## config.mk

```make
export PLATFORM = sky130hd
export DESIGN_NAME = counter_ud_mod
export DESIGN_NICKNAME = d
export VERILOG_FILES = /design/src/rtl/counter_ud_pkg.sv /design/src/rtl/counter_ud_next.sv /design/src/rtl/counter_ud_mod.sv
export SDC_FILE = /design/constraint.sdc
export NUM_CORES = 1
export LEC_CHECK = 0
export CAP_MARGIN = 20
export CELL_PAD_IN_SITES_DETAIL_PLACEMENT = 1
export CELL_PAD_IN_SITES_GLOBAL_PLACEMENT = 1
export CORE_ASPECT_RATIO = 0.7
export CORE_MARGIN = 3
export CORE_UTILIZATION = 40
export CTS_CLUSTER_SIZE = 28
export DETAILED_ROUTE_END_ITERATION = 16
export PLACE_DENSITY = 0.85
export SLEW_MARGIN = 20
export SYNTH_ARGS = -nofsm -noshare
export SYNTH_HDL_FRONTEND = slang
export SYNTH_HIERARCHICAL = 1
export SYNTH_SLANG_ARGS = --single-unit
```

## constraint.sdc

```tcl
create_clock -name i_clk -period 3.4 [get_ports i_clk]
set_input_delay 0.68 -clock i_clk [delete_from_list [all_inputs] [get_ports i_clk]]
set_output_delay 0.68 -clock i_clk [all_outputs]
set_load 0.01 [all_outputs]
```

## src/rtl/counter_ud_pkg.sv

```systemverilog
// Shared types for the up/down modulus counter: counting mode, direction
// encodings and the per-cycle event flag bundle.
package counter_ud_pkg;

    typedef enum logic {
        MODE_WRAP = 1'b0,
        MODE_SAT  = 1'b1
    } mode_e;

    localparam logic DIR_UP   = 1'b1;
    localparam logic DIR_DOWN = 1'b0;

    typedef struct packed {
        logic rollover;
        logic underflow;
        logic sat;
    } flags_t;

endpackage

```

## src/rtl/counter_ud_next.sv

```systemverilog
// Combinational next-count and event-flag calculator for an in-range count.
// The caller guarantees i_count <= i_max_val and i_step <= i_max_val + 1.
module counter_ud_next
    import counter_ud_pkg::*;
#(
    parameter int WIDTH = 8
) (
    input  logic [WIDTH-1:0] i_count,
    input  logic [WIDTH:0]   i_step,
    input  logic [WIDTH-1:0] i_max_val,
    input  logic             i_ud,
    input  mode_e            i_mode,
    output logic [WIDTH-1:0] o_count,
    output flags_t           o_flags
);

    logic [WIDTH:0]   w_cnt_x;
    logic [WIDTH:0]   w_max_x;
    logic [WIDTH:0]   w_lim;
    logic [WIDTH:0]   w_sum;
    logic [WIDTH-1:0] w_wrap_up;
    logic [WIDTH-1:0] w_diff;
    logic [WIDTH-1:0] w_wrap_dn;

    // All intermediates fit in WIDTH+1 bits because count < lim and step <= lim.
    assign w_cnt_x   = {1'b0, i_count};
    assign w_max_x   = {1'b0, i_max_val};
    assign w_lim     = w_max_x + 1'b1;
    assign w_sum     = w_cnt_x + i_step;
    assign w_wrap_up = WIDTH'(w_sum - w_lim);
    assign w_diff    = WIDTH'(w_cnt_x - i_step);
    assign w_wrap_dn = WIDTH'(w_cnt_x + w_lim - i_step);

    always_comb begin
        o_count = i_count;
        o_flags = '0;
        if (i_ud == DIR_UP) begin
            if (w_sum > w_max_x) begin
                if (i_mode == MODE_SAT) begin
                    o_count     = i_max_val;
                    o_flags.sat = 1'b1;
                end else begin
                    o_count          = w_wrap_up;
                    o_flags.rollover = 1'b1;
                end
            end else begin
                o_count = w_sum[WIDTH-1:0];
            end
        end else begin
            if (w_cnt_x >= i_step) begin
                o_count = w_diff;
            end else if (i_mode == MODE_SAT) begin
                o_count     = '0;
                o_flags.sat = 1'b1;
            end else begin
                o_count           = w_wrap_dn;
                o_flags.underflow = 1'b1;
            end
        end
    end

endmodule

```

## src/rtl/counter_ud_mod.sv

```systemverilog
// Up/down counter with runtime modulus, programmable step, wrap/saturate mode
// and registered one-cycle event flags.
module counter_ud_mod
    import counter_ud_pkg::*;
#(
    parameter int               WIDTH   = 8,
    parameter int               STEP_W  = 4,
    parameter logic [WIDTH-1:0] RST_VAL = '0
) (
    input  logic              i_clk,
    input  logic              i_rst,
    input  logic              i_en,
    input  logic              i_ud,
    input  logic [STEP_W-1:0] i_step,
    input  logic [WIDTH-1:0]  i_max_val,
    input  logic              i_sat_mode,
    input  logic              i_load_en,
    input  logic [WIDTH-1:0]  i_load,
    output logic [WIDTH-1:0]  o_count,
    output logic              o_rollover,
    output logic              o_underflow,
    output logic              o_sat,
    output logic              o_at_max,
    output logic              o_at_zero
);

    logic [WIDTH-1:0] r_count;
    flags_t           r_flags;

    logic [WIDTH:0]   w_step_x;
    logic [WIDTH:0]   w_lim;
    logic [WIDTH:0]   w_s;
    logic [WIDTH-1:0] w_load_clip;
    logic [WIDTH-1:0] w_next;
    flags_t           w_next_flags;

    assign w_step_x    = {{(WIDTH + 1 - STEP_W){1'b0}}, i_step};
    assign w_lim       = {1'b0, i_max_val} + 1'b1;
    assign w_s         = (w_step_x > w_lim) ? w_lim : w_step_x;
    assign w_load_clip = (i_load > i_max_val) ? i_max_val : i_load;

    counter_ud_next #(
        .WIDTH(WIDTH)
    ) u_next (
        .i_count  (r_count),
        .i_step   (w_s),
        .i_max_val(i_max_val),
        .i_ud     (i_ud),
        .i_mode   (mode_e'(i_sat_mode)),
        .o_count  (w_next),
        .o_flags  (w_next_flags)
    );

    always_ff @(posedge i_clk or posedge i_rst) begin
        if (i_rst) begin
            r_count <= RST_VAL;
            r_flags <= '0;
        end else begin
            r_flags <= '0;
            if (i_load_en) begin
                r_count <= w_load_clip;
            end else if (i_en) begin
                // A limit lowered below the count snaps back to the limit first.
                if (r_count > i_max_val) begin
                    r_count <= i_max_val;
                end else begin
                    r_count <= w_next;
                    r_flags <= w_next_flags;
                end
            end
        end
    end

    assign o_count     = r_count;
    assign o_rollover  = r_flags.rollover;
    assign o_underflow = r_flags.underflow;
    assign o_sat       = r_flags.sat;
    assign o_at_max    = (r_count == i_max_val);
    assign o_at_zero   = (r_count == '0);

endmodule

```

==> results.toml <==
[synth]
synthDistinctLibCells = 66
syn_avg_cell_area_um2 = 8.05
syn_inst = 438
ys_seq_area_frac = 0.0781
synth_area_leaders = "ha_1 (22%), dfrtp_1 (7.8%), fa_1 (5.7%)"
ys_ff_latch = 11
synth_common_cells = "ha_1 (61), inv_1 (47), nor2_1 (35), o21ai_0 (22), xnor2_1 (21)"
synth_edf_count = 0
yosysMostFrequentCell = "ha_1"
synth.largest_area_cell = "ha_1"
ys.flop_type = "dfrtp_1"
ys_warn_count = 6
synth_area_um2 = 3530
async_flop_share = 1.00
synth_top_area_frac = 0.216

[finish]
drive_gt1_frac = 0.368
nFillCells = 943
fin_nets = 707
postLayoutCellArea_um2 = 5610
final_cells = 725
antennaDiodeCount = 0
area_growth_pct = 59.1

[power]
peakVddDrop_uv = 421
leakagePower_nw = 2.62
p_int_mw = 1.75
power_mw = 3.67
p_comb_frac = 0.882
power_frac_seq = 0.051
clkPwrFrac = 0.067
p_sw_mw = 1.92
power.density_nw_per_um2 = 653
swShare = 0.523

[worst_setup_path]
arrival_ps = 6200
rrSetupSlack_ps = -1010
startpoint_type = "input port"
r2r_start = "o_count[1]$_DFFE_PP0P_"
slowest_delay_ps = 500
cp-end-kind = "flop"
cpLargestDelayFamily = "compound AO/OA/AOI/OAI gates"
crit_required_ps = 3540
crit_type = "input port to flop"
critPathBufInv = 6
cp_max_fo = 8
worst_r2r_path_depth = 17
rr_endpoint = "o_count[4]$_DFFE_PP0P_"
cpMaxStageDelayCell = "a221oi_4"

[floorplan]
initial_core_util = 0.430
die_area_um2 = 10000
dieHeight_um = 84.6
placementRows = 27
coreArea_um2 = 8210
pin_count = 39
die_w_um = 118

[clock_network]
htree_levels = 1
clkTransAtPathRegs_ps = 60
cts_root_buf = "clkbuf_16"
clock_sinks = 11
clkLatencyLatePin_ps = 260
cts_buffers = 3
cts_max_path_buffers = 2
cts_tree = "yes"

[run_status]
status = "complete, but fails checks"
violations = "setup timing"

[sta]
fin_skew_ps = 11.3
whs_ps = 800
fmax_mhz = 165
hold_viol = 0
period_share = 1.78
setup_viol = 11
drv_slew = 0
worst_pin_slew_ps = 1110
slew_headroom = 0.256
min_period_ps = 6060
fin_ws_ps = -2660
rsz0062_at_grt = "yes"

[hold_path]
hp-class = "input port to asynchronous set/reset pin"

[grt]
antenna_found_initial = 2
grt_first_pass_wirelength_mm = 30.5
groute.usage.overall = 0.398
grt_max_degree = 28
overflow = 0
grt_pass1_vias = 5209

[routing]
final_antenna_net_count = 0
drc = 0
first_iter_violations = 771
wire_per_inst_um = 32.6
vias = 5074
drtPass1Iterations = 9
drt_wl_total_mm = 23.6
routed_via_density = 7.00

[place]
dpl.cell_count = 706
post-place-ws_ps = -2890
dpl.hpwl_mm = 13.6
placed_cell_area_um2 = 5000
portBuffers = 38
gp_congestion = 0.999

[run]
max_cap_violations = 0
## per-stage QoR
stage | TNS, ps | utilization
finish | -25090 | 0.683
global route | -24880 | 0.683
CTS | -18100 | 0.652
detailed placement | -29080 | 0.609
global placement | -26010 | 0.609
floorplan | -15800 | -
## how the worst max path moves through the flow
stage	startpoint	to	cells past startpoint
floorplan	i_max_val[1]	o_count[7]$_DFFE_PP0P_	26
global placement	i_max_val[0]	o_count[6]$_DFFE_PP0P_	24
detailed placement	i_max_val[0]	o_count[5]$_DFFE_PP0P_	24
CTS	i_max_val[0]	o_count[7]$_DFFE_PP0P_	26
global route	i_max_val[2]	o_count[4]$_DFFE_PP0P_	26
finish	i_max_val[2]	o_count[4]$_DFFE_PP0P_	26
## timing repair
| action | 4_1_cts | 5_1_grt |
|---|---|---|
| buffers inserted | 8 | 8 |
| hold buffers | 0 | 0 |
| pin swaps | 25 | 32 |
| gates resized for setup | 56 | 45 |
| endpoints found under the setup margin | 12 | 12 |
| cloned | 0 | 0 |
## registers in the layout, summed over array words and instances, names as in the netlist
| name | count |
|---|---|
| o_underflow | 1 |
| o_rollover | 1 |
| o_count | 8 |
| o_sat | 1 |
## area by class of cell
cell class	instances	area (µm²)	share of cell area
Tap cell	116	145	0.0259
Sequential cell	11	275	0.0491
Inverter	47	179	0.0319
Timing Repair Buffer	171	1450	0.259
Clock buffer	4	78.8	0.0140
Multi-Input combinational cell	376	3480	0.620
## placed cells by master, fill, tap and decap left out, types with 7 or more instances in the layout
cell / instances
dfrtp_1: 11
o211ai_1: 10
nand2_1: 12
conb_1: 14
buf_4: 121
clkdlybuf4s50_1: 31
fa_1: 9
ha_1: 46
nand3_1: 7
ha_4: 11
nand3b_1: 8
nor2_1: 30
xnor2_1: 15
nor3_1: 11
xor2_1: 8
nor2b_1: 10
a211oi_1: 7
inv_1: 42
mux2_1: 7
a21oi_1: 16
nand4_1: 7
o21ai_0: 15
buf_6: 11
## power by group through the flow
stage | sequential, mW | clock, mW | combinational, mW
6_report | 0.187 | 0.246 | 3.23
3_3_place_gp | 0.176 | 0 | 2.22
2_1_floorplan | 0.201 | 0 | 1.37
4_1_cts | 0.182 | 0.231 | 2.59
5_1_grt | 0.187 | 0.246 | 3.29
3_5_place_dp | 0.177 | 0 | 2.42
## kinds of logic (layout without fill, tap and decap cells)
| kind of cell | count (synthesis) | count (layout) | share of synthesized area |
|---|---|---|---|
| and+or+nand+nor | 129 | 129 | 0.200 |
| AOI/OAI and AO/OA | 114 | 114 | 0.237 |
| adders and majority gates | 71 | 71 | 0.273 |
| buffers and inverters | 64 | 222 | 0.0749 |
| xor gates and xnor gates | 32 | 32 | 0.0869 |
| muxes | 16 | 16 | 0.0483 |
| DFF | 11 | 11 | 0.0781 |
| other | 1 | 14 | 0.00106 |
## metal layers
metal	up-vias	wire, µm	GRT usage
met3	245	2720	0.112
li1	1908	-	-
met5	-	13	0
met2	535	10100	0.645
met1	2384	8250	0.450
met4	2	2540	0.294
No activity file was read; power rests on OpenSTA's default activity.
